File: config.mk
export PLATFORM = sky130hd
export DESIGN_NAME = alu_arbiter_flat
export DESIGN_NICKNAME = d
export VERILOG_FILES = /design/src/rtl/alu_arbiter_pkg.sv /design/src/rtl/alu_arbiter_if.sv /design/src/rtl/alu_arbiter_rr.sv /design/src/rtl/alu_arbiter.sv /design/src/flat_wrapper.sv
export SDC_FILE = /design/constraint.sdc
export NUM_CORES = 1
export LEC_CHECK = 0
export ABC_CLOCK_PERIOD_IN_PS = 3500
export CORE_AREA = 3 3 120 122
export CTS_CLUSTER_DIAMETER = 100
export DETAILED_ROUTE_END_ITERATION = 8
export DIE_AREA = 0 0 123 125
export DONT_BUFFER_PORTS = 1
export PLACE_DENSITY = 0.38
export REMOVE_ABC_BUFFERS = 1
export SLEW_MARGIN = 5
export SYNTH_ARGS = -nofsm -noshare
export SYNTH_HDL_FRONTEND = slang
export SYNTH_HIERARCHICAL = 1
export SYNTH_SLANG_ARGS = --single-unit
export TNS_END_PERCENT = 30
File: constraint.sdc
create_clock -name clk -period 3.5 [get_ports clk]
set_input_delay 0.7 -clock clk [delete_from_list [all_inputs] [get_ports clk]]
set_output_delay 0.7 -clock clk [all_outputs]
set_load 0.02 [all_outputs]
File: src/rtl/alu_arbiter_pkg.sv
// Shared ALU op codes and the legality check used by the arbiter, decoder and ALU.
package alu_arbiter_pkg;

  localparam int DW = 32;

  typedef enum logic [3:0] {
    ALU_ADD = 4'b0000,
    ALU_SUB = 4'b0001,
    ALU_AND = 4'b0010,
    ALU_OR  = 4'b0011,
    ALU_SLT = 4'b0101
  } alu_op_e;

  function automatic bit is_legal_op(logic [3:0] op);
    case (op)
      ALU_ADD, ALU_SUB, ALU_AND, ALU_OR, ALU_SLT: is_legal_op = 1'b1;
      default:                                   is_legal_op = 1'b0;
    endcase
  endfunction

endpackage

File: src/rtl/alu_arbiter_if.sv
// Requester-side request/response channels of the shared-ALU arbiter.
interface alu_arbiter_if #(parameter int NREQ = 2);

  logic [NREQ-1:0]       req_valid;
  logic [NREQ-1:0]       req_ready;
  logic [NREQ-1:0][3:0]  req_op;
  logic [NREQ-1:0][31:0] req_srca;
  logic [NREQ-1:0][31:0] req_srcb;
  logic [NREQ-1:0]       rsp_valid;
  logic [NREQ-1:0]       rsp_ready;
  logic [31:0]           rsp_result;
  logic                  rsp_zero;
  logic                  rsp_err;

  modport master (
    output req_valid, req_op, req_srca, req_srcb, rsp_ready,
    input  req_ready, rsp_valid, rsp_result, rsp_zero, rsp_err
  );

  modport slave (
    input  req_valid, req_op, req_srca, req_srcb, rsp_ready,
    output req_ready, rsp_valid, rsp_result, rsp_zero, rsp_err
  );

endinterface

File: src/rtl/alu_arbiter_rr.sv
// Combinational round-robin pick: first requester after i_ptr, wrapping modulo N.
module rr_arbiter #(
  parameter int N = 2
) (
  input  logic [N-1:0]         i_req,
  input  logic [$clog2(N)-1:0] i_ptr,
  output logic [N-1:0]         o_gnt,
  output logic [$clog2(N)-1:0] o_idx,
  output logic                 o_any
);

  localparam int IW = $clog2(N);

  logic [IW-1:0] w_pos;

  always_comb begin
    o_gnt = '0;
    o_idx = '0;
    o_any = 1'b0;
    w_pos = '0;
    for (int k = 1; k <= N; k++) begin
      w_pos = IW'((int'(i_ptr) + k) % N);
      if (!o_any && i_req[w_pos]) begin
        o_gnt[w_pos] = 1'b1;
        o_idx        = w_pos;
        o_any        = 1'b1;
      end
    end
  end

endmodule

File: src/rtl/alu_arbiter.sv
// Shares one combinational ALU among NREQ requesters; round-robin grant,
// registered response (1-cycle latency), illegal op codes trapped before the ALU.
module alu_arbiter
  import alu_arbiter_pkg::*;
#(
  parameter int NREQ = 2
) (
  input  logic          clk,
  input  logic          rst_n,
  alu_arbiter_if.slave  bus,
  output logic [3:0]    o_alu_control,
  output logic [DW-1:0] o_alu_srca,
  output logic [DW-1:0] o_alu_srcb,
  input  logic [DW-1:0] i_alu_result,
  input  logic          i_alu_zero,
  output logic [31:0]   o_grant_count
);

  localparam int IDW = $clog2(NREQ);

  logic            r_rsp_valid;
  logic [IDW-1:0]  r_rsp_id;
  logic [DW-1:0]   r_rsp_result;
  logic            r_rsp_zero;
  logic            r_rsp_err;
  logic [IDW-1:0]  r_rr_ptr;
  logic [31:0]     r_grant_count;

  logic            w_pop;
  logic            w_free;
  logic [NREQ-1:0] w_req;
  logic [NREQ-1:0] w_gnt;
  logic [IDW-1:0]  w_idx;
  logic            w_any;
  logic [3:0]      w_op;
  logic            w_legal;

  // A held response blocks new grants unless its owner pops it this cycle.
  assign w_pop  = r_rsp_valid & bus.rsp_ready[r_rsp_id];
  assign w_free = ~r_rsp_valid | w_pop;
  assign w_req  = w_free ? bus.req_valid : '0;

  rr_arbiter #(.N(NREQ)) u_rr (
    .i_req (w_req),
    .i_ptr (r_rr_ptr),
    .o_gnt (w_gnt),
    .o_idx (w_idx),
    .o_any (w_any)
  );

  assign bus.req_ready  = w_gnt;
  assign w_op           = bus.req_op[w_idx];
  assign w_legal        = is_legal_op(w_op);
  assign bus.rsp_result = r_rsp_result;
  assign bus.rsp_zero   = r_rsp_zero;
  assign bus.rsp_err    = r_rsp_err;
  assign o_grant_count  = r_grant_count;

  // Idle or illegal cycles park the ALU on a harmless add of zeros.
  always_comb begin
    o_alu_control = 4'b0000;
    o_alu_srca    = '0;
    o_alu_srcb    = '0;
    if (w_any && w_legal) begin
      o_alu_control = w_op;
      o_alu_srca    = bus.req_srca[w_idx];
      o_alu_srcb    = bus.req_srcb[w_idx];
    end
  end

  always_comb begin
    bus.rsp_valid = '0;
    if (r_rsp_valid) bus.rsp_valid[r_rsp_id] = 1'b1;
  end

  always_ff @(posedge clk or negedge rst_n) begin
    if (!rst_n) begin
      r_rsp_valid   <= 1'b0;
      r_rsp_id      <= '0;
      r_rsp_result  <= '0;
      r_rsp_zero    <= 1'b0;
      r_rsp_err     <= 1'b0;
      r_rr_ptr      <= IDW'(NREQ - 1);
      r_grant_count <= '0;
    end else if (w_any) begin
      r_rsp_valid   <= 1'b1;
      r_rsp_id      <= w_idx;
      r_rsp_result  <= w_legal ? i_alu_result : '0;
      r_rsp_zero    <= w_legal ? i_alu_zero : 1'b0;
      r_rsp_err     <= ~w_legal;
      r_rr_ptr      <= w_idx;
      r_grant_count <= r_grant_count + 32'd1;
    end else if (w_pop) begin
      r_rsp_valid   <= 1'b0;
    end
  end

endmodule

File: src/flat_wrapper.sv
// flat-port wrapper written by rule: the top's interface ports become plain ports
module alu_arbiter_flat import alu_arbiter_pkg::*;
#(
  parameter int NREQ = 2
)
  (clk, rst_n, o_alu_control, o_alu_srca, o_alu_srcb, i_alu_result, i_alu_zero, o_grant_count, bus_req_valid, bus_req_op, bus_req_srca, bus_req_srcb, bus_rsp_ready, bus_req_ready, bus_rsp_valid, bus_rsp_result, bus_rsp_zero, bus_rsp_err);
  alu_arbiter_if #(.NREQ(NREQ)) bus_i ();
  input  logic clk;
  input  logic rst_n;
  output logic [3:0] o_alu_control;
  output logic [DW-1:0] o_alu_srca;
  output logic [DW-1:0] o_alu_srcb;
  input  logic [DW-1:0] i_alu_result;
  input  logic i_alu_zero;
  output logic [31:0] o_grant_count;
  input wire logic [$bits(bus_i.req_valid)-1:0] bus_req_valid;
  input wire logic [$bits(bus_i.req_op)-1:0] bus_req_op;
  input wire logic [$bits(bus_i.req_srca)-1:0] bus_req_srca;
  input wire logic [$bits(bus_i.req_srcb)-1:0] bus_req_srcb;
  input wire logic [$bits(bus_i.rsp_ready)-1:0] bus_rsp_ready;
  output wire logic [$bits(bus_i.req_ready)-1:0] bus_req_ready;
  output wire logic [$bits(bus_i.rsp_valid)-1:0] bus_rsp_valid;
  output wire logic [$bits(bus_i.rsp_result)-1:0] bus_rsp_result;
  output wire logic [$bits(bus_i.rsp_zero)-1:0] bus_rsp_zero;
  output wire logic [$bits(bus_i.rsp_err)-1:0] bus_rsp_err;
  assign bus_i.req_valid = bus_req_valid;
  assign bus_i.req_op = bus_req_op;
  assign bus_i.req_srca = bus_req_srca;
  assign bus_i.req_srcb = bus_req_srcb;
  assign bus_i.rsp_ready = bus_rsp_ready;
  assign bus_req_ready = bus_i.req_ready;
  assign bus_rsp_valid = bus_i.rsp_valid;
  assign bus_rsp_result = bus_i.rsp_result;
  assign bus_rsp_zero = bus_i.rsp_zero;
  assign bus_rsp_err = bus_i.rsp_err;
  alu_arbiter #(.NREQ(NREQ)) u_core (.clk(clk), .rst_n(rst_n), .bus(bus_i), .o_alu_control(o_alu_control), .o_alu_srca(o_alu_srca), .o_alu_srcb(o_alu_srcb), .i_alu_result(i_alu_result), .i_alu_zero(i_alu_zero), .o_grant_count(o_grant_count));
endmodule
# ---- Yosys cells after proc, flatten, opt, wreduce, memory -nomap -nowiden
# Cells that the tools add are included.
# W data, S select, Z words.
dict set report word_totals {
  wordCells 69
  reg_bits 69
  out_inout_bits 138
  input_bits 175
}
dict set report classes {
  eq_ne 4
  reduce_logical 9
  bitwise 5
  magnitude_cmp 7
  n_addsub 3
  mux 34
}
# op count
set ops {}
lappend ops {{$mux W32} 7}
lappend ops {{$add A32 B1 Y32 const B} 1}
lappend ops {{$mux W1} 17}
lappend ops {{$mux W4} 3}
lappend ops {{$eq A4 B2 Y1 const B} 2}
lappend ops {{$lt A1 B2 Y1 const B} 4}
lappend ops {{$mux W2} 4}
lappend ops {{$logic_and A1 B1 Y1} 5}
lappend ops {{$reduce_or A5 Y1} 1}
lappend ops {{$eq A4 B1 Y1 const B} 1}
lappend ops {{$eq A4 B3 Y1 const B} 1}
lappend ops {{$logic_not A4 Y1} 1}
lappend ops {{$demux W1 S1} 3}
lappend ops {{$ge A1 B1 Y1 const B} 3}
lappend ops {{$add A1 B1 Y1 const B} 2}
lappend ops {{$not A1 Y1} 2}
lappend ops {{$or A2 B2 Y2} 1}
lappend ops {{$reduce_bool A2 Y1} 1}
lappend ops {{$and A1 B1 Y1} 1}
lappend ops {{$logic_not A1 Y1} 1}
lappend ops {{$or A1 B1 Y1} 1}

# ---- Depth between registers and ports, before layout
# Gate-level depths: netlist of run 1.
dict set report depth {
  depth_word 18
  ltp_mapped 11
  mapped_depth_nobuf 8
}

# ---- Modules after synthesis
# Netlist of run 1, hierarchy kept.
# module cells_per_inst seq_area_each_um2 n_inst area_each_um2
set by_module_without_submodules {}
lappend by_module_without_submodules {alu_arbiter 383 1727.9 1 3886.2}
lappend by_module_without_submodules {rr_arbiter 5 0.0 1 32.5}

# ---- Least setup slack after synthesis of run 1
# Ideal clock, no wire load.
dict set report synth_timing {
  path_kind {input-to-output}
  from {input port bus_rsp_ready[1]}
  to {output port o_alu_srca[15]}
  path_slack_ns 0.286
  required_ns 2.800
  n_path_buf 3
  arrival_ns 2.514
  stages 9
  path_cell_list {mux2i_1 -> nand2_1 -> and2_1 -> a21boi_0 -> buf_2 -> buf_2 -> buf_1 -> mux2i_1 -> nor2_1}
}
dict set report synth_between {
  elab_chain_len 18
  word_cells_on_any_way 28
  classes_between {eq/ne: 4; mux: 17; bitwise: 2; reduce/logical: 5}
}
# item line_no
set synth_rtl {}
lappend synth_rtl {{start, declared} flat_wrapper.sv:20} ;# input wire logic [$bits(bus_i.rsp_ready)-1:0] bus_rsp_ready;
lappend synth_rtl {{$mux W1 (not written as such) * (2 in a row)} alu_arbiter.sv:39} ;# assign w_pop = r_rsp_valid & bus.rsp_ready[r_rsp_id];
lappend synth_rtl {{$and A1 B1 Y1 *} alu_arbiter.sv:39}
lappend synth_rtl {{$or A1 B1 Y1 *} alu_arbiter.sv:40} ;# assign w_free = ~r_rsp_valid | w_pop;
lappend synth_rtl {{$mux W2 *} alu_arbiter.sv:41} ;# assign w_req = w_free ? bus.req_valid : '0;
lappend synth_rtl {{via u_core.w_req[0]} alu_arbiter.sv:31} ;# logic [NREQ-1:0] w_req;
lappend synth_rtl {{$mux W1 (not written as such) (2 in a row)} alu_arbiter_rr.sv:23} ;# if (!o_any && i_req[w_pos]) begin
lappend synth_rtl {{$mux W1} alu_arbiter_rr.sv:23}
lappend synth_rtl {{$logic_not A1 Y1} alu_arbiter_rr.sv:23}
lappend synth_rtl {{$logic_and A1 B1 Y1} alu_arbiter_rr.sv:23}
lappend synth_rtl {{$mux W1 *} alu_arbiter_rr.sv:23}
lappend synth_rtl {{via u_core.w_idx} alu_arbiter.sv:33} ;# logic [IDW-1:0] w_idx;
lappend synth_rtl {{$mux W4 (not written as such) (2 in a row)} alu_arbiter.sv:52} ;# assign w_op = bus.req_op[w_idx];
lappend synth_rtl {{$eq A4 B1 Y1, or another cell as far along} alu_arbiter_pkg.sv:15} ;# case (op)
lappend synth_rtl {{$reduce_or A5 Y1} alu_arbiter_pkg.sv:15}
lappend synth_rtl {{$mux W1} alu_arbiter_pkg.sv:15}
lappend synth_rtl {{$logic_and A1 B1 Y1} alu_arbiter.sv:64} ;# if (w_any && w_legal) begin
lappend synth_rtl {{$mux W32 *} alu_arbiter.sv:64}
lappend synth_rtl {{end, declared} flat_wrapper.sv:11} ;# output logic [DW-1:0] o_alu_srca;
# Mark *: on every way through the listed nets, which the timed path passes. The rest lies on a longest branch. The select of a mux whose other input is x is not followed.

# ---- Final worst setup path of run 1
dict set report layout_timing {
  from {register u_core.r_rsp_id}
  to {output port o_alu_srcb[14]}
}
dict set report layout_between {
  elab_chain_len 18
  word_cells_on_any_way 28
  classes_between {eq/ne: 4; mux: 17; bitwise: 2; reduce/logical: 5}
}
# item line_no
set layout_rtl {}
lappend layout_rtl {{start, declared} alu_arbiter.sv:22} ;# logic [IDW-1:0] r_rsp_id;
lappend layout_rtl {{start signal, assigned} alu_arbiter.sv:87} ;# r_rsp_id <= w_idx;
lappend layout_rtl {{$mux W1 (not written as such) * (2 in a row)} alu_arbiter.sv:39}
lappend layout_rtl {{$and A1 B1 Y1 *} alu_arbiter.sv:39}
lappend layout_rtl {{$or A1 B1 Y1 *} alu_arbiter.sv:40}
lappend layout_rtl {{$mux W2 *} alu_arbiter.sv:41}
lappend layout_rtl {{via u_core.w_req[1]} alu_arbiter.sv:31}
lappend layout_rtl {{$mux W1 (not written as such) (2 in a row)} alu_arbiter_rr.sv:23}
lappend layout_rtl {{$mux W1} alu_arbiter_rr.sv:23}
lappend layout_rtl {{$logic_not A1 Y1} alu_arbiter_rr.sv:23}
lappend layout_rtl {{$logic_and A1 B1 Y1} alu_arbiter_rr.sv:23}
lappend layout_rtl {{$mux W1 *} alu_arbiter_rr.sv:23}
lappend layout_rtl {{via u_core.w_idx} alu_arbiter.sv:33}
lappend layout_rtl {{$mux W4 (not written as such) (2 in a row)} alu_arbiter.sv:52}
lappend layout_rtl {{$eq A4 B1 Y1, or another cell as far along} alu_arbiter_pkg.sv:15}
lappend layout_rtl {{$reduce_or A5 Y1} alu_arbiter_pkg.sv:15}
lappend layout_rtl {{$mux W1} alu_arbiter_pkg.sv:15}
lappend layout_rtl {{$logic_and A1 B1 Y1} alu_arbiter.sv:64}
lappend layout_rtl {{$mux W32 *} alu_arbiter.sv:64}
lappend layout_rtl {{end, declared} flat_wrapper.sv:12} ;# output logic [DW-1:0] o_alu_srcb;
# Marked as above.

==> results of run 1 <==
-- metrics by stage --
step                      setup TNS [ns]  hold WS [ns]  instances
after floorplan                  -784.11         0.404        361
after CTS                              0        0.0467        629
after global placement                 0         0.406        613
final                                  0        0.0688        633
after detailed placement               0         0.406        613
after global routing             -0.0121        0.0473        632
-- logic make-up (layout without fill, tap and decap cells) --
kind of cell | Yosys count | count (layout)
and+or+nand+nor | 140 | 140
muxes | 69 | 69
DFF | 69 | 69
AOI/OAI and AO/OA | 42 | 42
buffers and inverters | 35 | 103
xor gates and xnor gates | 31 | 31
adders and majority gates | 1 | 1
other | 1 | 2
-- cells in the final DEF (no fill, tap or decap), drive strengths merged, types with 3 or more instances in the layout --
| master | n |
|---|---|
| o21ai | 3 |
| and2 | 5 |
| buf | 79 |
| a22o | 33 |
| nor2 | 73 |
| dfrtp | 68 |
| nor4 | 12 |
| clkinv | 6 |
| a21boi | 3 |
| clkbuf | 11 |
| nand2 | 11 |
| xnor2 | 12 |
| nand3 | 10 |
| nand2b | 3 |
| nor3 | 4 |
| xor2 | 19 |
| mux2i | 68 |
| and4 | 4 |
| inv | 6 |
| and3 | 3 |
| nand4 | 10 |
-- metal layers --
metal,share of wire,vias to the layer above,GRT usage
li1,-,1491,-
met1,0.41,1575,0.223
met2,0.50,182,0.300
met3,0.086,8,0.0632
met4,0.0068,0,0.0443
met5,0,-,0
-- final cells by class --
class,count,area [µm²]
Antenna cell,1,2.50
Clock buffer,11,243
Clock inverter,5,50.0
Fill cell,1354,8320
Inverter,8,30.0
Multi-Input combinational cell,284,2070
Sequential cell,69,1730
Tap cell,176,220
Timing Repair Buffer,79,624
-- timing repair --
action	CTS	global route
setup endpoints to repair	12	54
setup buffers	0	3
gates resized for setup	1	7
pin swaps	1	1
hold endpoints to repair	0	0
-- registers in the layout, summed over array words and instances (netlist names) --
| register | count |
|---|---|
| u_core/bus.rsp_err | 1 |
| u_core/bus.rsp_result | 32 |
| u_core/bus.rsp_zero | 1 |
| u_core/o_grant_count | 32 |
| u_core/r_rr_ptr | 1 |
| u_core/r_rsp_id | 1 |
| u_core/r_rsp_valid | 1 |
-- worst register-to-register path: stages (launching register included) --
cell,delay [ns]
dfrtp_1,0.43
mux2i_1,0.14
nand2_1,0.10
and2_1,0.19
or2_1,0.26
buf_4,0.23
clkinv_1,0.75
a22o_1,0.49
-- worst paths after layout --
path | start | end
min in group clk | u_core/r_rr_ptr | u_core/r_rr_ptr
max in group asynchronous | rst_n | u_core/r_rr_ptr
min | rst_n | u_core/o_grant_count[13]
max | u_core/r_rsp_id | o_alu_srcb[14]
min reg2reg | u_core/r_rr_ptr | u_core/r_rr_ptr
max reg2reg | u_core/r_rsp_id | u_core/bus.rsp_result[6]
-- power by group through the flow --
| stage | clock network [mW] | registers, mW | logic, mW |
|---|---|---|---|
| floorplan | 0 | 1.21 | 0.798 |
| global placement | 0 | 1.28 | 0.970 |
| detailed placement | 0 | 1.28 | 0.981 |
| CTS | 0.931 | 1.27 | 0.981 |
| global route | 0.960 | 1.29 | 1.07 |
| finish | 0.902 | 1.26 | 0.989 |
==> metrics.txt, run 1 <==
# TYPE chip_impl_metric gauge
chip_impl_info{name="outcome",value="complete, no violations"} 1
chip_impl_metric{name="fmaxAchievable",unit="MHz"} 303
chip_impl_info{name="ys_top_cells_by_count",value="nor2_1, dfrtp_1, mux2i_1"} 1
chip_impl_metric{name="dp_worst_setup_slack",unit="ns"} 0.116
chip_impl_metric{name="antenna_violating_nets_post_route",unit=""} 0
chip_impl_metric{name="p_sw_frac",unit=""} 0.385
chip_impl_metric{name="layout.core_utilization",unit=""} 0.374
chip_impl_metric{name="yosysTopAreaCellShare",unit=""} 0.434
chip_impl_metric{name="clock_power_share",unit=""} 0.286
chip_impl_metric{name="global_route.usage.total",unit=""} 0.180
chip_impl_info{name="cpMaxStageDelayCell",value="dfrtp_1"} 1
chip_impl_metric{name="static_leakage_power",unit="nW"} 2.38
chip_impl_metric{name="setup_violations",unit=""} 0
chip_impl_info{name="post-synth-top-area-cell",value="dfrtp_1"} 1
chip_impl_metric{name="postSynth.asyncResetShare",unit=""} 1.00
chip_impl_info{name="timing.critical_path.to_type",value="output port"} 1
chip_impl_metric{name="area_growth",unit="%"} 26.9
chip_impl_metric{name="placementRows",unit=""} 42
chip_impl_metric{name="finClkSkew",unit="ns"} 0.00621
chip_impl_metric{name="cts.htree.levels",unit=""} 3
chip_impl_metric{name="drc",unit=""} 0
chip_impl_metric{name="die_area",unit="µm²"} 15400
chip_impl_metric{name="hold_buffers",unit=""} 0
chip_impl_metric{name="power.net_switching",unit="mW"} 1.21
chip_impl_metric{name="drv.max_cap_violation_count",unit=""} 0
chip_impl_metric{name="internal_power",unit="mW"} 1.94
chip_impl_info{name="critical-path-top-cell-by-count",value="buf_4"} 1
chip_impl_metric{name="crit_required",unit="ns"} 2.80
chip_impl_metric{name="core-area",unit="µm²"} 13300
chip_impl_info{name="setup.worst_path.start_class",value="flop"} 1
chip_impl_metric{name="reg2regPathDepth",unit=""} 7
chip_impl_metric{name="yosysSeqAreaShare",unit=""} 0.441
chip_impl_metric{name="p_comb_frac",unit=""} 0.314
chip_impl_metric{name="postSynthRegisterBits",unit=""} 69
chip_impl_metric{name="r2r_setup_slack",unit="ns"} 0.80
chip_impl_metric{name="firstDrtPassIters",unit=""} 4
chip_impl_info{name="worst_hold_path_type",value="primary input to asynchronous set/reset pin"} 1
chip_impl_metric{name="total_power",unit="mW"} 3.15
chip_impl_info{name="cts_tree",value="yes"} 1
chip_impl_metric{name="initial_utilization",unit=""} 0.295
chip_impl_info{name="synth.most_common_cell",value="nor2_1"} 1
chip_impl_metric{name="timing_max_transition_violations_final",unit=""} 0
chip_impl_metric{name="period_share",unit=""} 0.943
chip_impl_metric{name="ys_types",unit=""} 40
chip_impl_info{name="yosys-top-cells-area",value="dfrtp_1, mux2i_1, a22o_1"} 1
chip_impl_metric{name="vias",unit=""} 3256
chip_impl_metric{name="final-hold-violation-count",unit=""} 0
chip_impl_metric{name="critical_path_buf_inv_count",unit=""} 3
chip_impl_metric{name="die-width",unit="µm"} 123
chip_impl_metric{name="post_synth_fa_ha_maj_area_fraction",unit=""} 0.00319
chip_impl_info{name="worstSetupPathType",value="flop to output port"} 1
chip_impl_metric{name="num_io_pins",unit=""} 313
chip_impl_metric{name="clk_latency",unit="ns"} 0.32
chip_impl_metric{name="max-vdd-ir-drop",unit="mV"} 0.224
chip_impl_metric{name="max_slew.worst_pin.slew",unit="ns"} 0.957
chip_impl_metric{name="grt_start_max_net_pins",unit=""} 70
chip_impl_metric{name="post_synth_and_or_nand_nor_area_fraction",unit=""} 0.183
chip_impl_metric{name="hpwl",unit="µm"} 11500
chip_impl_metric{name="xor_xnor_share_of_the_synthesized_area",unit=""} 0.0693
chip_impl_metric{name="place_congestion",unit=""} 0.888
chip_impl_metric{name="cts.clk_slew.worst_paths",unit="ns"} 0.06
chip_impl_metric{name="number_of_global_route_vias_before_repair",unit=""} 3442
chip_impl_metric{name="tritoncts_num_sinks",unit=""} 69
chip_impl_metric{name="placement.cell_area",unit="µm²"} 4630
chip_impl_metric{name="avgRoutedWirePerCell",unit="µm"} 22.6
chip_impl_metric{name="drtIter0Drc",unit=""} 169
chip_impl_metric{name="drive_above_1_share",unit=""} 0.237
chip_impl_metric{name="port_buffers",unit=""} 0
chip_impl_metric{name="yosys-mux-area-fraction",unit=""} 0.177
chip_impl_info{name="dominant_combinational_cell_family_by_area_after_synthesis",value="simple AND/OR/NAND/NOR gates"} 1
chip_impl_metric{name="number_of_instances_in_the_synthesized_netlist",unit=""} 388
chip_impl_metric{name="data_arrival_time_at_the_worst_slack_endpoint",unit="ns"} 2.60
chip_impl_metric{name="grt_overflow",unit=""} 0
chip_impl_metric{name="antenna_found_initial",unit=""} 0
chip_impl_metric{name="synth_enable_flop_cells",unit=""} 0
chip_impl_metric{name="ys.warnings.count",unit=""} 6
chip_impl_metric{name="sequentialPowerShare",unit=""} 0.400
chip_impl_metric{name="cts_made_buffers",unit=""} 9
chip_impl_metric{name="critical_path_depth",unit=""} 9
chip_impl_metric{name="clock_path_buffers",unit=""} 2
chip_impl_metric{name="synth_compound_area_frac",unit=""} 0.0884
chip_impl_metric{name="routed_via_density",unit=""} 5.14
chip_impl_metric{name="fp.dieH",unit="µm"} 125
chip_impl_info{name="critPathTopFamily",value="buffers and inverters"} 1
chip_impl_metric{name="postRouteWirelength",unit="µm"} 14300
chip_impl_info{name="cts_root_buf",value="clkbuf_16"} 1
chip_impl_metric{name="synth.cell_area",unit="µm²"} 3920
chip_impl_metric{name="cpPeakStageDelay",unit="ns"} 0.43
chip_impl_metric{name="grt_pass1_wl",unit="µm"} 21100
chip_impl_metric{name="design_area",unit="µm²"} 4970
chip_impl_metric{name="total_number_of_nets_in_the_final_design",unit=""} 627
chip_impl_info{name="synth-main-ff-cell",value="dfrtp_1"} 1
chip_impl_info{name="grt_setup_unrepaired",value="yes"} 1
chip_impl_metric{name="synth_area_per_cell",unit="µm²"} 10.1
chip_impl_info{name="critical_path.cell_chain",value="mux2i_1 -> nand2_1 -> and2_1 -> a21boi_4 -> buf_16 -> mux2i_2 -> buf_4 -> nor2_1 -> buf_4"} 1
chip_impl_metric{name="post-route-min-period",unit="ns"} 3.30
chip_impl_metric{name="post-route-worst-setup-slack",unit="ns"} 0.199
chip_impl_metric{name="power-per-cell-area",unit="nW/µm²"} 634
chip_impl_metric{name="timing.max_slew.rel_slack",unit=""} 0.358
chip_impl_metric{name="worst-path-max-fanout",unit=""} 66
(Power assumes the default switching activity.)
==> run 2: changes to the inputs <==
CORE_AREA = 3 3 122 124   (was 3 3 120 122)
DIE_AREA = 0 0 125 127   (was 0 0 123 125)
DONT_BUFFER_PORTS = unset   (was 1)
PLACE_DENSITY = 0.66   (was 0.38)
==> run 2 against run 1 <==
Clock power is 8.1% higher. Non-clock buffer count is 264 higher. Final cell count is 42% higher. Critical path depth increased by 4. Cell area grew 61%. Routed wire length increased by 20%. Sequential cell count unchanged. Sequential share of layout area shrank 13 points. Die area rose by 3.3%. Maximum frequency down 6.0%. Combinational power grew 94%. First-iteration DRC count grew 3.0%. The run now ends with negative setup slack left.
==> metrics.txt, run 2 (synthesized netlist as in run 1, its figures left out) <==
# TYPE chip_impl_metric gauge
chip_impl_metric{name="register_area",unit="µm²"} 1730
chip_impl_metric{name="avgRoutedWirePerCell",unit="µm"} 19.2
chip_impl_metric{name="max_slew.worst_pin.slew",unit="ns"} 0.602
chip_impl_metric{name="routed_via_density",unit=""} 4.72
chip_impl_metric{name="place_congestion",unit=""} 0.889
chip_impl_metric{name="die_area",unit="µm²"} 15900
chip_impl_info{name="worstSetupPathType",value="primary input to output port"} 1
chip_impl_metric{name="p_sw_frac",unit=""} 0.354
chip_impl_metric{name="drive_above_1_share",unit=""} 0.239
chip_impl_metric{name="max-vdd-ir-drop",unit="mV"} 0.219
chip_impl_metric{name="grt_start_max_net_pins",unit=""} 49
chip_impl_metric{name="post-route-worst-setup-slack",unit="ns"} -0.00985
chip_impl_metric{name="power.net_switching",unit="mW"} 1.40
chip_impl_metric{name="cts.clk_slew.worst_paths",unit="ns"} 0.06
chip_impl_metric{name="post-route-min-period",unit="ns"} 3.51
chip_impl_metric{name="area_growth",unit="%"} 105
chip_impl_metric{name="total_number_of_nets_in_the_final_design",unit=""} 891
chip_impl_info{name="setup.worst_path.start_class",value="primary input"} 1
chip_impl_metric{name="period_share",unit=""} 1.00
chip_impl_info{name="outcome",value="finished, violations left"} 1
chip_impl_metric{name="drv.max_cap_violation_count",unit=""} 0
chip_impl_metric{name="fillerInstances",unit=""} 1237
chip_impl_metric{name="setup_violations",unit=""} 1
chip_impl_metric{name="layout.cells.non_filler",unit=""} 900
chip_impl_metric{name="cts.htree.levels",unit=""} 3
chip_impl_metric{name="antenna_violating_nets_post_route",unit=""} 0
chip_impl_metric{name="port_buffers",unit=""} 311
chip_impl_metric{name="power-per-cell-area",unit="nW/µm²"} 494
chip_impl_info{name="violations",value="negative setup slack"} 1
chip_impl_metric{name="grt_pass1_wl",unit="µm"} 25000
chip_impl_info{name="grt_setup_unrepaired",value="yes"} 1
chip_impl_metric{name="num_io_pins",unit=""} 313
chip_impl_metric{name="numPlacedInstances",unit=""} 878
chip_impl_metric{name="drtIter0Drc",unit=""} 174
chip_impl_metric{name="die-width",unit="µm"} 125
chip_impl_info{name="layout.cells.most_common",value="clkdlybuf4s50_1"} 1
chip_impl_metric{name="data_arrival_time_at_the_worst_slack_endpoint",unit="ns"} 2.81
chip_impl_metric{name="finClkSkew",unit="ns"} 0.00491
chip_impl_info{name="layout.cells.most_common_list",value="clkdlybuf4s50_1, dfrtp_1, mux2i_1"} 1
chip_impl_metric{name="initial_utilization",unit=""} 0.282
chip_impl_metric{name="global_route.usage.total",unit=""} 0.199
chip_impl_metric{name="clock_power_share",unit=""} 0.246
chip_impl_metric{name="drc",unit=""} 0
chip_impl_metric{name="crit_required",unit="ns"} 2.80
chip_impl_metric{name="timing.max_slew.rel_slack",unit=""} 0.596
chip_impl_metric{name="antenna_found_initial",unit=""} 0
chip_impl_info{name="cts_root_buf",value="clkbuf_16"} 1
chip_impl_metric{name="placement.cell_area",unit="µm²"} 7450
chip_impl_metric{name="design_area",unit="µm²"} 8020
chip_impl_metric{name="sequentialPowerShare",unit=""} 0.270
chip_impl_info{name="timing.critical_path.to_type",value="output port"} 1
chip_impl_metric{name="vias",unit=""} 4245
chip_impl_info{name="worst_hold_path_type",value="primary input to asynchronous set/reset pin"} 1
chip_impl_metric{name="static_leakage_power",unit="nW"} 3.50
chip_impl_metric{name="hpwl",unit="µm"} 13700
chip_impl_metric{name="postRouteWirelength",unit="µm"} 17300
chip_impl_metric{name="worst-path-max-fanout",unit=""} 12
chip_impl_metric{name="p_comb_frac",unit=""} 0.484
chip_impl_metric{name="multiInputGateArea",unit="µm²"} 2250
chip_impl_info{name="cts_tree",value="yes"} 1
chip_impl_metric{name="timing_max_transition_violations_final",unit=""} 0
chip_impl_metric{name="cts_made_buffers",unit=""} 9
chip_impl_metric{name="grt_overflow",unit=""} 0
chip_impl_metric{name="internal_power",unit="mW"} 2.56
chip_impl_metric{name="number_of_global_route_vias_before_repair",unit=""} 4560
chip_impl_metric{name="firstDrtPassIters",unit=""} 4
chip_impl_metric{name="tritoncts_num_sinks",unit=""} 69
chip_impl_metric{name="clk_latency",unit="ns"} 0.33
chip_impl_metric{name="clock_path_buffers",unit=""} 2
chip_impl_metric{name="placementRows",unit=""} 43
chip_impl_metric{name="core-area",unit="µm²"} 13900
chip_impl_metric{name="fp.dieH",unit="µm"} 127
chip_impl_metric{name="total_power",unit="mW"} 3.96
chip_impl_metric{name="antenna-diode-count",unit=""} 0
chip_impl_metric{name="final-hold-violation-count",unit=""} 0
chip_impl_metric{name="fmaxAchievable",unit="MHz"} 285
run 2: cell type report:
class / instances / share of cell area
Inverter: 8 / 0.00374
Tap cell: 180 / 0.0281
Multi-Input combinational cell: 284 / 0.280
Clock inverter: 7 / 0.0123
Clock buffer: 9 / 0.0281
Sequential cell: 69 / 0.215
Timing Repair Buffer: 343 / 0.432
run 2: critical path: stages:
cell	delay (ns)
clkdlybuf4s50_1	0.40
mux2i_1	0.17
nand2_1	0.12
and2_4	0.18
a21boi_4	0.19
nand2b_1	0.09
a21oi_2	0.19
o21ai_4	0.09
buf_12	0.15
buf_12	0.15
buf_6	0.13
nor2_4	0.11
buf_6	0.13
run 2: timing repair:
action / in CTS / in global routing
gates resized for setup: 189 / 199
buffers inserted: 0 / 3
hold buffers: 0 / 0
setup endpoints to repair: 64 / 67
pin swaps: 0 / 6
gates cloned: 0 / 4
run 2: stage by stage:
stage,util,setup WS [ns],hold WS [ns],setup TNS [ns]
floorplan,-,-8.53,0.404,-784.11
global placement,0.536,-0.366,0.458,-19.29
detailed placement,0.536,-0.389,0.465,-20.63
CTS,0.567,-0.0391,0.186,-0.101
global route,0.578,-0.131,0.185,-2.29
finish,0.578,-0.00985,0.193,-0.00985
run 2: layer usage:
layer,wire [µm],part of all wire,track usage,vias to the layer above
met5,0,0,0,-
met4,555,0.032,0.0708,0
met3,1220,0.071,0.0648,32
met2,9240,0.54,0.375,175
met1,6240,0.36,0.208,2016
li1,-,-,-,2022
run 2: final timing paths:
path	slack, ns	depth (start not counted)	start	end
worst max-delay path	-0.01	13	bus_rsp_ready[1]	o_alu_srca[11]
worst min-delay path	0.19	1	rst_n	u_core/o_grant_count[23]
worst max register to register	1.01	8	u_core/r_rsp_id	u_core/bus.rsp_result[20]
worst min register to register	0.47	1	u_core/o_grant_count[31]	u_core/o_grant_count[31]
max in group asynchronous	2.51	2	rst_n	u_core/bus.rsp_result[27]
min in group clk	0.47	1	u_core/o_grant_count[31]	u_core/o_grant_count[31]
run 2: power groups by stage:
stage | clock, mW | combinational (mW) | sequential [mW]
after global routing | 1.03 | 2.02 | 1.09
after detailed placement | 0 | 1.79 | 1.08
after global placement | 0 | 1.77 | 1.07
after floorplan | 0 | 0.798 | 1.21
after CTS | 0.999 | 1.78 | 1.07
final | 0.975 | 1.92 | 1.07
==> run 3: changes to the inputs <==
--- a/config.mk
+++ b/config.mk
@@ -11,10 +11,9 @@
 export DETAILED_ROUTE_END_ITERATION = 8
 export DIE_AREA = 0 0 125 127
-export PLACE_DENSITY = 0.66
+export PLACE_DENSITY = 0.65
 export REMOVE_ABC_BUFFERS = 1
 export SLEW_MARGIN = 5
 export SYNTH_ARGS = -nofsm -noshare
 export SYNTH_HDL_FRONTEND = slang
-export SYNTH_HIERARCHICAL = 1
 export SYNTH_SLANG_ARGS = --single-unit
 export TNS_END_PERCENT = 30
==> constraint.sdc (replaced) <==
create_clock -name clk -period 3.5 [get_ports clk]
set_input_delay 0.525 -clock clk [delete_from_list [all_inputs] [get_ports clk]]
set_output_delay 0.525 -clock clk [all_outputs]
set_load 0.02 [all_outputs]
==> run 3 against run 2 <==
The flow now finishes without violations. Sequential share of layout area grew 1.4 points. Routed wire length grew 8.9%. Combinational power is 3% lower. Critical path type unchanged. Via count is 7.1% higher. Count of clock-buffer cells in the layout up 2.
==> metrics.txt, run 3 <==
# TYPE chip_impl_metric gauge
chip_impl_metric{name="global_route.usage.total",unit=""} 0.226
chip_impl_metric{name="antenna-diode-count",unit=""} 0
chip_impl_metric{name="die_area",unit="µm²"} 15900
chip_impl_metric{name="cpPeakStageDelay",unit="ns"} 0.64
chip_impl_metric{name="number_of_instances_in_the_synthesized_netlist",unit=""} 457
chip_impl_metric{name="timing_max_transition_violations_final",unit=""} 0
chip_impl_metric{name="clk_latency",unit="ns"} 0.33
chip_impl_metric{name="total_number_of_nets_in_the_final_design",unit=""} 935
chip_impl_metric{name="drv.max_cap_violation_count",unit=""} 0
chip_impl_metric{name="data_arrival_time_at_the_worst_slack_endpoint",unit="ns"} 2.82
chip_impl_metric{name="grt_pass1_wl",unit="µm"} 27400
chip_impl_metric{name="hpwl",unit="µm"} 15500
chip_impl_metric{name="cts.clk_slew.worst_paths",unit="ns"} 0.06
chip_impl_metric{name="drtIter0Drc",unit=""} 294
chip_impl_metric{name="ys.warnings.count",unit=""} 0
chip_impl_metric{name="port_buffers",unit=""} 311
chip_impl_metric{name="vias",unit=""} 4548
chip_impl_metric{name="period_share",unit=""} 0.956
chip_impl_metric{name="max_slew.worst_pin.slew",unit="ns"} 0.626
chip_impl_metric{name="post-route-min-period",unit="ns"} 3.35
chip_impl_metric{name="critical_path_buf_inv_count",unit=""} 4
chip_impl_metric{name="fp.dieH",unit="µm"} 127
chip_impl_metric{name="firstDrtPassIters",unit=""} 4
chip_impl_metric{name="postSynthRegisterBits",unit=""} 69
chip_impl_metric{name="dp_worst_setup_slack",unit="ns"} 0.118
chip_impl_metric{name="setup_violations",unit=""} 0
chip_impl_metric{name="numPlacedInstances",unit=""} 928
chip_impl_metric{name="routed_via_density",unit=""} 4.82
chip_impl_info{name="post-synth-top-area-cell",value="dfrtp_1"} 1
chip_impl_metric{name="drive_above_1_share",unit=""} 0.0825
chip_impl_metric{name="avgRoutedWirePerCell",unit="µm"} 19.9
chip_impl_metric{name="finClkSkew",unit="ns"} 0.00850
chip_impl_info{name="synth-main-ff-cell",value="dfrtp_1"} 1
chip_impl_info{name="critPathTopFamily",value="buffers and inverters"} 1
chip_impl_metric{name="power-per-cell-area",unit="nW/µm²"} 533
chip_impl_info{name="outcome",value="complete, no violations"} 1
chip_impl_metric{name="layout.cells.non_filler",unit=""} 944
chip_impl_metric{name="number_of_global_route_vias_before_repair",unit=""} 4575
chip_impl_metric{name="antenna_violating_nets_post_route",unit=""} 0
chip_impl_metric{name="synth.cell_area",unit="µm²"} 3790
chip_impl_metric{name="ys_types",unit=""} 37
chip_impl_info{name="layout.cells.most_common",value="clkdlybuf4s50_1"} 1
chip_impl_metric{name="cts.repair_timing.setup_buffer_count",unit=""} 0
chip_impl_metric{name="drc",unit=""} 0
chip_impl_info{name="cts_tree",value="yes"} 1
chip_impl_metric{name="static_leakage_power",unit="nW"} 3.50
chip_impl_metric{name="cts.htree.levels",unit=""} 3
chip_impl_info{name="ys_top_cells_by_count",value="nand2_1, a21oi_1, dfrtp_1"} 1
chip_impl_metric{name="place_congestion",unit=""} 0.847
chip_impl_metric{name="postSynth.asyncResetShare",unit=""} 1.00
chip_impl_metric{name="hold_ws",unit="ns"} 0.209
chip_impl_info{name="cpMaxStageDelayCell",value="clkdlybuf4s50_1"} 1
chip_impl_info{name="layout.cells.most_common_list",value="clkdlybuf4s50_1, nand2_1, a21oi_1"} 1
chip_impl_metric{name="r2r_setup_slack",unit="ns"} 1.41
chip_impl_metric{name="timing.max_slew.rel_slack",unit=""} 0.583
chip_impl_info{name="timing.critical_path.to_type",value="output port"} 1
chip_impl_info{name="critical_path.cell_chain",value="clkdlybuf4s50_1 -> a21boi_0 -> buf_4 -> a211oi_1 -> a21oi_1 -> nand2b_2 -> buf_12 -> a21oi_1 -> clkdlybuf4s50_1"} 1
chip_impl_metric{name="hold_buffers",unit=""} 0
chip_impl_info{name="worst_hold_path_type",value="primary input to asynchronous set/reset pin"} 1
chip_impl_metric{name="core-area",unit="µm²"} 13900
chip_impl_metric{name="tritoncts_num_sinks",unit=""} 69
chip_impl_metric{name="cts_made_buffers",unit=""} 9
chip_impl_metric{name="post-route-worst-setup-slack",unit="ns"} 0.153
chip_impl_metric{name="yosysTopAreaCellShare",unit=""} 0.449
chip_impl_metric{name="die-width",unit="µm"} 125
chip_impl_info{name="cts_root_buf",value="clkbuf_16"} 1
chip_impl_metric{name="antenna_found_initial",unit=""} 1
chip_impl_metric{name="grt_start_max_net_pins",unit=""} 68
chip_impl_metric{name="worst-path-max-fanout",unit=""} 67
chip_impl_info{name="yosys-top-cells-area",value="dfrtp_1, nand2_1, a21oi_1"} 1
chip_impl_info{name="synth.most_common_cell",value="nand2_1"} 1
chip_impl_metric{name="ctsResizeCount",unit=""} 0
chip_impl_metric{name="yosysSeqAreaShare",unit=""} 0.456
chip_impl_metric{name="postRouteWirelength",unit="µm"} 18800
chip_impl_metric{name="synth_enable_flop_cells",unit=""} 0
chip_impl_metric{name="num_io_pins",unit=""} 313
chip_impl_metric{name="synth_area_per_cell",unit="µm²"} 8.29
chip_impl_metric{name="placementRows",unit=""} 43
chip_impl_metric{name="grt_overflow",unit=""} 0
chip_impl_metric{name="final-hold-violation-count",unit=""} 0
chip_impl_info{name="grt_setup_unrepaired",value="no"} 1
chip_impl_metric{name="crit_required",unit="ns"} 2.97
chip_impl_info{name="setup.worst_path.start_class",value="primary input"} 1
chip_impl_metric{name="initial_utilization",unit=""} 0.273
chip_impl_metric{name="max-vdd-ir-drop",unit="mV"} 0.278
chip_impl_metric{name="clock_path_buffers",unit=""} 2
chip_impl_info{name="worstSetupPathType",value="primary input to output port"} 1
chip_impl_metric{name="fmaxAchievable",unit="MHz"} 299
chip_impl_metric{name="total_power",unit="mW"} 4.01
chip_impl_metric{name="area_growth",unit="%"} 98.9
run 3: changes by cell type in the layout (fill, tap and decap cells not counted), sizes merged, moves of 18 or more:
cell,previous run,this run
nand2,11,156
a21oi,1,70
clkdlybuf4s50,243,273
mux2i,68,1
dlymetal6s2s,0,18
buf,98,32
nor2,73,9
run 3: through the flow:
step / TNS (ns) / util / cell area (µm²)
6_report: 0 / 0.543 / 7530
5_1_grt: 0 / 0.543 / 7530
3_5_place_dp: 0 / 0.514 / 7140
2_1_floorplan: -16.99 / - / 3640
3_3_place_gp: 0 / 0.514 / 7140
4_1_cts: 0 / 0.539 / 7490
run 3: cell families after synthesis:
kind of cell | share of synthesized area
compound gates | 0.176
xor+xnor | 0.0717
fa+ha+maj | 0.00330
buf+inv | 0.0410
flops | 0.456
mux | 0.00264
other cells | 0.000990
simple gates | 0.248
run 3: routing by layer:
layer,global-route usage,vias to the layer above,part of all wire
li1,-,2151,-
met2,0.393,212,0.50
met4,0.101,2,0.042
met1,0.251,2152,0.37
met3,0.0794,31,0.082
met5,0,-,0.00069
run 3: worst register-to-register path, stage by stage (launching register included):
cell and delay [ns]:
dfrtp_1 0.41, mux2i_1 0.16, buf_4 0.15, a21oi_2 0.25, buf_4 0.23, and4_4 0.27
or3b_1 0.38, xnor2_1 0.13
run 3: final timing paths:
kind,cells past startpoint,to,startpoint
max,9,o_alu_srcb[25],bus_req_valid[1]
min,1,u_core.bus.rsp_result[15],rst_n
max reg2reg,7,u_core.o_grant_count[31],u_core.r_rsp_id
min reg2reg,2,u_core.r_rr_ptr,u_core.r_rr_ptr
max in group asynchronous,2,u_core.r_rr_ptr,rst_n
min in group clk,2,u_core.r_rr_ptr,u_core.r_rr_ptr
run 3: cell type report:
class | instances | area [µm²]
repair buffers | 323 | 3310
clock inverters | 5 | 106
inverters | 3 | 11.3
well taps | 180 | 225
flip-flops and latches | 69 | 1730
multi-input cells | 353 | 1910
fillers | 1271 | 6350
clock buffers | 11 | 243
run 3: power breakdown:
| group | internal (mW) | leakage, nW | switching, mW |
|---|---|---|---|
| clock network | 0.718 | 0.166 | 0.333 |
| registers | 0.958 | 0.916 | 0.133 |
| logic | 0.870 | 2.41 | 1.00 |
| total | 2.55 | 3.50 | 1.47 |
